### config.mk
export PLATFORM = sky130hd
export DESIGN_NAME = comparator_bist
export DESIGN_NICKNAME = d
export VERILOG_FILES = /design/src/rtl/comparator_bist.sv
export SDC_FILE = /design/constraint.sdc
export NUM_CORES = 1
export LEC_CHECK = 0
export CAP_MARGIN = 20
export CORE_MARGIN = 5
export CORE_UTILIZATION = 30
export DETAILED_ROUTE_END_ITERATION = 10
export GPL_TIMING_DRIVEN = 0
export MAX_ROUTING_LAYER = met4
export PLACE_DENSITY = 0.55
export SLEW_MARGIN = 20
export SYNTH_ARGS = -nofsm -noshare
export SYNTH_HDL_FRONTEND = slang
export SYNTH_SLANG_ARGS = --single-unit
### constraint.sdc
create_clock -name clk -period 5.6 [get_ports clk]
set_input_delay 1.12 -clock clk [delete_from_list [all_inputs] [get_ports clk]]
set_output_delay 1.12 -clock clk [all_outputs]
set_load 0.01 [all_outputs]
### src/rtl/comparator_bist.sv
// Exhaustive self-test sweep for a WIDTH-bit magnitude comparator: drives every
// A/B pair, checks EQ/GT/LT against an exact golden compare and counts errors.
module comparator_bist #(
  parameter int WIDTH  = 4,
  parameter int SETTLE = 1
) (
  input  logic               clk,
  input  logic               rst,
  input  logic               start,
  output logic [WIDTH-1:0]   dut_a,
  output logic [WIDTH-1:0]   dut_b,
  input  logic               dut_eq,
  input  logic               dut_gt,
  input  logic               dut_lt,
  output logic               busy,
  output logic               done,
  output logic [2*WIDTH:0]   err_count,
  output logic [2*WIDTH:0]   eq_err,
  output logic [2*WIDTH:0]   gt_err,
  output logic [2*WIDTH:0]   lt_err,
  output logic [2*WIDTH:0]   onehot_err,
  output logic               first_valid,
  output logic [WIDTH-1:0]   first_a,
  output logic [WIDTH-1:0]   first_b
);

  localparam int IW = 2 * WIDTH;
  localparam int CW = IW + 1;
  localparam int SW = (SETTLE > 1) ? $clog2(SETTLE) : 1;

  localparam logic [SW-1:0] SETTLE_LAST = SW'(SETTLE - 1);
  localparam logic [SW-1:0] SETTLE_ZERO = {SW{1'b0}};
  localparam logic [SW-1:0] SETTLE_ONE  = SW'(1'b1);
  localparam logic [IW-1:0] IDX_LAST    = {IW{1'b1}};
  localparam logic [IW-1:0] IDX_ZERO    = {IW{1'b0}};
  localparam logic [IW-1:0] IDX_ONE     = IW'(1'b1);
  localparam logic [CW-1:0] CNT_ZERO    = {CW{1'b0}};
  localparam logic [WIDTH-1:0] OP_ZERO  = {WIDTH{1'b0}};

  typedef enum logic [1:0] {
    S_IDLE = 2'd0,
    S_RUN  = 2'd1,
    S_DONE = 2'd2
  } state_t;

  state_t          state_r;
  logic [IW-1:0]   idx_r;
  logic [SW-1:0]   settle_r;

  logic            exp_eq_s;
  logic            exp_gt_s;
  logic            exp_lt_s;
  logic            eq_bad_s;
  logic            gt_bad_s;
  logic            lt_bad_s;
  logic            any_bad_s;
  logic            oh_bad_s;

  // True when the three flags do not form exactly one asserted bit.
  function automatic logic not_onehot3(input logic a, input logic b, input logic c);
    logic [1:0] sum;
    sum = {1'b0, a} + {1'b0, b} + {1'b0, c};
    return (sum != 2'd1);
  endfunction

  assign dut_a = idx_r[IW-1:WIDTH];
  assign dut_b = idx_r[WIDTH-1:0];

  // Golden compare on the registered operands and per-output mismatch flags.
  always_comb begin
    exp_eq_s  = (dut_a == dut_b);
    exp_gt_s  = (dut_a >  dut_b);
    exp_lt_s  = (dut_a <  dut_b);
    eq_bad_s  = (dut_eq != exp_eq_s);
    gt_bad_s  = (dut_gt != exp_gt_s);
    lt_bad_s  = (dut_lt != exp_lt_s);
    any_bad_s = eq_bad_s | gt_bad_s | lt_bad_s;
    oh_bad_s  = not_onehot3(dut_eq, dut_gt, dut_lt);
  end

  // Sweep sequencer, error counters and first-failure capture.
  always_ff @(posedge clk) begin
    if (rst) begin
      state_r     <= S_IDLE;
      idx_r       <= IDX_ZERO;
      settle_r    <= SETTLE_ZERO;
      busy        <= 1'b0;
      done        <= 1'b0;
      err_count   <= CNT_ZERO;
      eq_err      <= CNT_ZERO;
      gt_err      <= CNT_ZERO;
      lt_err      <= CNT_ZERO;
      onehot_err  <= CNT_ZERO;
      first_valid <= 1'b0;
      first_a     <= OP_ZERO;
      first_b     <= OP_ZERO;
    end else begin
      case (state_r)
        S_IDLE, S_DONE: begin
          if (start) begin
            state_r     <= S_RUN;
            idx_r       <= IDX_ZERO;
            settle_r    <= SETTLE_ZERO;
            busy        <= 1'b1;
            done        <= 1'b0;
            err_count   <= CNT_ZERO;
            eq_err      <= CNT_ZERO;
            gt_err      <= CNT_ZERO;
            lt_err      <= CNT_ZERO;
            onehot_err  <= CNT_ZERO;
            first_valid <= 1'b0;
            first_a     <= OP_ZERO;
            first_b     <= OP_ZERO;
          end else begin
            state_r <= state_r;
          end
        end
        S_RUN: begin
          if (settle_r == SETTLE_LAST) begin
            // Sample edge: the vector has been held for SETTLE cycles.
            settle_r   <= SETTLE_ZERO;
            err_count  <= err_count  + {{(CW-1){1'b0}}, any_bad_s};
            eq_err     <= eq_err     + {{(CW-1){1'b0}}, eq_bad_s};
            gt_err     <= gt_err     + {{(CW-1){1'b0}}, gt_bad_s};
            lt_err     <= lt_err     + {{(CW-1){1'b0}}, lt_bad_s};
            onehot_err <= onehot_err + {{(CW-1){1'b0}}, oh_bad_s};
            if (any_bad_s && !first_valid) begin
              first_valid <= 1'b1;
              first_a     <= dut_a;
              first_b     <= dut_b;
            end
            if (idx_r == IDX_LAST) begin
              state_r <= S_DONE;
              busy    <= 1'b0;
              done    <= 1'b1;
            end else begin
              idx_r <= idx_r + IDX_ONE;
            end
          end else begin
            settle_r <= settle_r + SETTLE_ONE;
          end
        end
        default: begin
          state_r <= S_IDLE;
          busy    <= 1'b0;
          done    <= 1'b0;
        end
      endcase
    end
  end

endmodule

=== After elaboration in Yosys (flattened, before gate mapping) ===
Cells that the tools add are included.

* Add/subtract/negate cells: 9
* Mux-type cells: 39
* Reductions and logical operators: 10
* Shift operators: 0
* Bitwise gates (word level): 2
* Divide/modulo/power cells: 0
* Order comparisons: 2
* Multipliers: 0
* Eq/ne operators: 13

{| class="wikitable"
|+ Operators by type and width
! operator !! number
|-
| one-hot mux 9 bit (2 select lines) || 5
|-
| 2-to-1 mux 9 bit || 6
|-
| adder 9 x 1 -> 9 bit || 5
|-
| 2-to-1 mux 8 bit || 3
|-
| 2-to-1 mux 4 bit || 5
|-
| one-hot mux 4 bit (2 select lines) || 2
|-
| one-hot mux 8 bit (2 select lines) || 1
|-
| inequality test 2 bit, second input constant || 5
|-
| 2-to-1 mux 1 bit || 9
|-
| adder 8 x 1 -> 8 bit, second input constant || 1
|-
| == test 8 bit, second input constant || 1
|-
| one-hot mux 1 bit (2 select lines) || 4
|-
| AND reduction 4 bit || 2
|-
| 2-to-1 mux 2 bit || 3
|-
| AND reduction 3 bit || 2
|-
| == test 4 bit || 1
|-
| greater-than comparator 4 bit || 1
|-
| < comparator 4 bit || 1
|-
| one-hot mux 2 bit (2 select lines) || 1
|-
| inequality test 1 bit || 3
|-
| adder 1 x 1 -> 2 bit || 1
|-
| adder 2 x 1 -> 2 bit || 1
|-
| == test 2 x 1 -> 1 bit, second input constant || 1
|-
| == test 2 bit, second input constant || 1
|-
| other kinds (9) || 10
|}

* Memories: 0
* Bits in latches: 0
* Logic and storage cells: 88
* Memory bits (writable): 0
* Output and inout bits: 64
* Input bits: 6
* Register bits after elaboration: 67
* Bits in read-only memories: 0

=== Logic depth before layout (Yosys ltp) ===
Gate-level depths: netlist of the first run.

* Depth in word-level cells: 8
* Depth in mapped cells: 15
* Mapped depth without buffers: 15

=== Least setup slack after synthesis of the first run ===
Ideal clock, no wire load.

* Path type: input to register
* From: input port dut_eq
* To: register onehot_err[8]
* Required time: 5.535 ns
* Stages on the path: 8
* Path buffers: 0
* Arrival: 2.759 ns
* Setup slack: 2.776 ns
* Setup time: 0.065 ns
* Path through: fa_1 nand2b_1 ha_1 ha_1 and4_1 nand3_1 mux2_2 nor2_1

* Longest elaborated chain between the ends: 6

{| class="wikitable"
|+ Ends and longest elaborated chain
! item !! line !! RTL
|-
| start: declaration || 12 || <nowiki>input logic dut_eq,</nowiki>
|-
| adder 1 x 1 -> 2 bit || 62 || <nowiki>sum = {1'b0, a} + {1'b0, b} + {1'b0, c};</nowiki>
|-
| adder 2 x 1 -> 2 bit || 62 ||
|-
| inequality test 2 x 1 -> 1 bit || 63 || <nowiki>return (sum != 2'd1);</nowiki>
|-
| adder 9 x 1 -> 9 bit || 126 || <nowiki>onehot_err <= onehot_err + {{(CW-1){1'b0}}, oh_bad_s};</nowiki>
|-
| 2-to-1 mux 9 bit || 119 || <nowiki>if (settle_r == SETTLE_LAST) begin</nowiki>
|-
| one-hot mux 9 bit (2 select lines) || 98 || <nowiki>case (state_r)</nowiki>
|-
| end signal: assignment || 126 ||
|-
| end: declaration || 21 || <nowiki>output logic [2*WIDTH:0] onehot_err,</nowiki>
|}

No other way between the ends. The select of a mux whose other input is x is not followed.
A chain may end at the register's enable or synchronous reset.

=== Final worst setup path of the first run ===
Same ends and word-level chain as after synthesis.

==> metrics, run 1 <==
status=finished, final reports clean; Post-CTS Hold Fix Bufs=0; Least-Margin Pin Slew=0.609 ns; Tmin final=3.20 ns; Port Buf Inserts=69; clock buffer depth=2; htree depth=3; largest net degree at the start of global routing=11; Die ar.=0.0126 mm^2; CP required=5.88 ns; final antenna-violating net count=0; DR pass1 iterations=5; PD cells=236 mW/mm^2; Post-synth EDFFs=0; Synth Cell Area=0.00314 mm^2; clk slew on worst S/H paths=0.07 ns; worst hold path class=flip-flop to flip-flop; placed cell count=566; Final Max Slew Viols=0; post-CTS resize count=0; crit-path max FO=5; CTS root buffer=clkbuf_8; GRT Util Overall=13.9%; RD Place Congestion=0.801; Yosys cell types=40; Post-route DRC=0; Post-Layout Cell Count=581; Die Height=112 um; DR WL/cell=14.4 um; Fin Setup TNS=0 ns; Power, Total=0.989 mW; ys flop type=dfxtp_1; initial antenna violation count=0; RSZ-0062 raised after global routing=no; # clock sinks=65; R2R Path Start=idx_r[1]; crit path kind=input pin to flip-flop; number of setup buffers added after CTS=0; total gr overflow=0; P_leak=1.53 nW; Async SR Flop Fraction=0%; I/O pins=70; flops & latches, synth=65; fin nets=463; YS warnings=0; startpoint types=input pin; final hold vios=0; Slew HR=59.4%; clk_lat worst skew=0.34 ns; Layout Skew=0.0114 ns; # setup viols final=0; synthesized instance count=361; Worst Hold Launch=first_b[3]; Final Cycle Share=57.2%; CP endpoint kind=flip-flop; layout cells sized above 1=6.97%; Area growth, synth to finish=33.6%; Max Fclk=312 MHz; CP startpoint=dut_eq; post-synth top area cell=dfxtp_1; critical path arrival=3.48 ns; Starting Density=30.6%; 1st-iter DRT viols=123; Peak VDD IR=0.000104 V; drt total wl=8.38 mm; row cnt=37; Mapped Nets=383; TritonCTS clock tree=done; Synth top area share=41.4%; Area contributors post-synth=dfxtp_1 41%, nor2_1 8.4%, nand3_1 6.2%; syn_area_per_cell=8.70 um^2; first-pass GRT wire length=13.6 mm; most frequent cell after synthesis=nor2_1; cts bufs inserted=9; Hold Worst Slack=0.463 ns; Via Count=2794; Core Box Area=0.0103 mm^2; top cells by count, synth=70 x nor2_1, 65 x dfxtp_1, 39 x nand3_1, 19 x nand2_1, 18 x o21a_1; Vias/cell=4.81; post-synthesis sequential area ratio=41.4%; die width=112 um; max cap viols=0; n_diodes=0; Post-DP HPWL=6.22 mm; vias in the first global route=2699
[where the power goes]
part | internal, mW | leakage [nW] | switching [mW]
Sequential | 0.469 | 0.525 | 0.00774
Clock | 0.226 | 0.102 | 0.177
Combinational | 0.0447 | 0.907 | 0.0643
Total | 0.740 | 1.53 | 0.249
[metal layers]
layer / up-vias / part of all wire [%] / track usage [%]
li1: 1434 / - / -
met1: 1303 / 48 / 17.0
met2: 48 / 46 / 22.4
met3: 9 / 4.0 / 2.75
met4: 0 / 1.8 / 5.53
met5: - / 0 / -
[path summary, 6_finish.rpt]
check                                      to  slack [ns]  cells after the start
worst max-delay path            onehot_err[8]        2.40                      9
worst min-delay path               first_b[3]        0.46                      2
worst max register to register   err_count[6]        2.57                     15
worst min register to register     first_b[3]        0.46                      2
[through the flow]
step	setup slack [ns]	util [%]	cell area, um^2
floorplan	2.78	-	3140
global placement	2.07	38.9	4000
detailed placement	2.04	38.9	4000
CTS	2.40	40.8	4200
global route	2.20	40.8	4200
finish	2.40	40.8	4200
[worst max-delay path: stages]
cell	delay (ns)
clkdlybuf4s50_1	0.52
fa_1	0.57
nand2b_1	0.08
ha_1	0.22
ha_1	0.23
and4_1	0.24
nand3_1	0.09
mux2_2	0.33
nor2_1	0.08
[layout by cell type (no fill, tap or decap), types with 2 or more instances in the layout]
| master | instances |
|---|---|
| nand2_1 | 19 |
| nor2b_1 | 4 |
| inv_1 | 6 |
| and3_1 | 7 |
| nand2b_1 | 12 |
| xor2_1 | 5 |
| a22oi_1 | 10 |
| clkdlybuf4s50_1 | 69 |
| a211oi_1 | 5 |
| a21oi_2 | 2 |
| o21a_1 | 18 |
| a31oi_1 | 2 |
| clkbuf_1 | 10 |
| nand4_1 | 4 |
| buf_1 | 2 |
| ha_1 | 15 |
| xnor2_1 | 5 |
| buf_2 | 5 |
| dfxtp_1 | 65 |
| clkinv_2 | 2 |
| nand3_1 | 39 |
| a21oi_1 | 11 |
| mux2_2 | 4 |
| nor2_1 | 70 |
| and4_1 | 11 |
| clkbuf_8 | 11 |
| mux2i_1 | 15 |
[cells by family after synthesis]
logic type	synth area share (%)
xor+xnor	2.79
fa+ha+maj	6.61
mux	6.21
compound gates	12.4
simple gates	27.4
buf+inv	3.19
flops	41.4
[final cells by class]
class / instances / area, um^2
sequential: 65 / 1300
clock buffer: 12 / 155
timing repair buffer: 69 / 691
buffer: 17 / 77.6
clock inverter: 3 / 40.0
tap: 136 / 170
inverter: 6 / 22.5
multi-input combinational: 273 / 1740
fill: 1092 / 6080
[sequential cells by signal, indices dropped and copies added (netlist names)]
signal / flops
err_count: 9
state_r: 2
first_a: 4
lt_err: 9
idx_r: 8
gt_err: 9
eq_err: 9
busy: 1
first_valid: 1
first_b: 4
onehot_err: 9
(Power assumes the default switching activity.)
==> run 2, diff against run 1 <==
--- a/config.mk
+++ b/config.mk
@@ -11,7 +11,7 @@
 export DETAILED_ROUTE_END_ITERATION = 10
 export GPL_TIMING_DRIVEN = 0
 export MAX_ROUTING_LAYER = met4
-export PLACE_DENSITY = 0.55
+export PLACE_DENSITY = 0.57
 export SLEW_MARGIN = 20
 export SYNTH_ARGS = -nofsm -noshare
 export SYNTH_HDL_FRONTEND = slang
==> constraint.sdc (replaced) <==
create_clock -name clk -period 2.8 [get_ports clk]
set_input_delay 0.56 -clock clk [delete_from_list [all_inputs] [get_ports clk]]
set_output_delay 0.56 -clock clk [all_outputs]
set_load 0.01 [all_outputs]
==> run 2 against run 1 <==
Total power up 100%; critical path depth up 6; flip-flop and latch count did not move; sequential share of layout area shrank 0.45 points; non-clock buffer count is 5 higher; register-to-register slack worse by 2.5 ns; routed wire length grew 1.1%; sequential power up 99%; critical path type is now flip-flop to flip-flop; largest cell class unchanged.
==> metrics, run 2 (synthesis results as in run 1) <==
Power, Total=1.99 mW; crit-path max FO=4; 1st-iter DRT viols=159; max cap viols=0; most frequent cells in the layout=70 x nor2_1, 69 x clkdlybuf4s50_1, 58 x dfxtp_1; worst hold path class=flip-flop to flip-flop; Port Buf Inserts=69; DR pass1 iterations=4; I/O pins=70; placed cell count=566; crit path kind=flip-flop to flip-flop; Slew HR=58.9%; Final Cycle Share=97.8%; Post-route DRC=0; first-pass GRT wire length=13.6 mm; TritonCTS clock tree=done; cts bufs inserted=9; RD Place Congestion=0.814; Post-DP HPWL=6.20 mm; commonest non-fill, non-tap cell in the layout=nor2_1; final antenna-violating net count=0; CP endpoint kind=flip-flop; htree depth=3; Starting Density=30.6%; status=finished, final reports clean; DR WL/cell=14.5 um; vias in the first global route=2747; Least-Margin Pin Slew=0.617 ns; total gr overflow=0; fillcell total=1043; FF+latch area=0.00133 mm^2; drt total wl=8.47 mm; layout cells sized above 1=13.6%; clock buffer depth=2; final hold vios=0; Die Height=112 um; Area growth, synth to finish=38.1%; Tmin final=2.74 ns; startpoint types=flip-flop; row cnt=37; # setup viols final=0; Via Count=2811; multi-input logic area=0.00181 mm^2; largest net degree at the start of global routing=11; post-layout instance area=0.00434 mm^2; GRT Util Overall=13.8%; Final Max Slew Viols=0; Post-CTS Hold Fix Bufs=0; die width=112 um; CTS root buffer=clkbuf_8; PD cells=458 mW/mm^2; Max Fclk=365 MHz; Placed Area=0.00400 mm^2; Setup WS post-layout=0.0617 ns; Core Box Area=0.0103 mm^2; Vias/cell=4.80; Post-Layout Cell Count=586; Peak VDD IR=0.000162 V; clk slew on worst S/H paths=0.07 ns; # clock sinks=65; P_leak=1.57 nW; RSZ-0062 raised after global routing=yes; critical path arrival=2.95 ns; fin nets=468; Layout Skew=0.00843 ns; Fin Setup TNS=0 ns; Hold Worst Slack=0.465 ns; CP required=3.02 ns; n_diodes=0; clk_lat worst skew=0.34 ns; pre-CTS setup slack=-0.206 ns; Die ar.=0.0126 mm^2; initial antenna violation count=0; Finished Core Util=42.2%
run 2: changes by cell type in the layout (fill, tap and decap cells not counted), sizes merged:
cell,before,now
clkbuf,21,20
buf,8,14
run 2: report_power, final:
group | switching [mW] | internal, mW | leakage (nW)
Clock | 0.352 | 0.452 | 0.102
Combinational | 0.135 | 0.0986 | 0.936
Sequential | 0.0149 | 0.934 | 0.530
Total | 0.502 | 1.48 | 1.57
run 2: what timing repair did:
item / in CTS / in global routing
pin swaps: 3 / 5
endpoints found under the setup margin: 9 / 14
buffers inserted: 2 / 4
resized for setup: 10 / 22
gates cloned: 0 / 0
run 2: path summary, 6_finish.rpt:
kind	from	end	slack, ns	depth (start not counted)
worst min register to register	first_b[2]	first_b[2]	0.46	2
worst max-delay path	idx_r[1]	err_count[8]	0.06	15
worst max register to register	idx_r[1]	err_count[8]	0.06	15
worst min-delay path	first_b[2]	first_b[2]	0.46	2
run 2: cell type report:
type	instances	share of cell area [%]
buffer	16	1.70
clock buffer	12	3.58
clock inverter	3	0.923
inverter	6	0.519
multi-input combinational	273	41.8
sequential	65	30.6
tap	136	3.92
timing repair buffer	75	17.0
run 2: metal layers:
metal  wire length (um)  vias up  track usage [%]
li1                   -     1447                -
met1               3960     1293             17.5
met2               3920       60             21.3
met3                445       11             3.13
met4                149        0             5.45
met5                  0        -                -
run 2: worst max-delay path, stage by stage (launching register included):
cell and delay, ns:
dfxtp_4 0.35, inv_2 0.06, ha_4 0.19, and2b_4 0.16, o211ai_1 0.24, nand2_1 0.14, mux2i_1 0.22, nor3_1 0.07
a31oi_1 0.22, ha_2 0.26, ha_4 0.14, and4_4 0.25, nand3_2 0.10, nand3_2 0.08, o21a_1 0.12, nor2_1 0.03
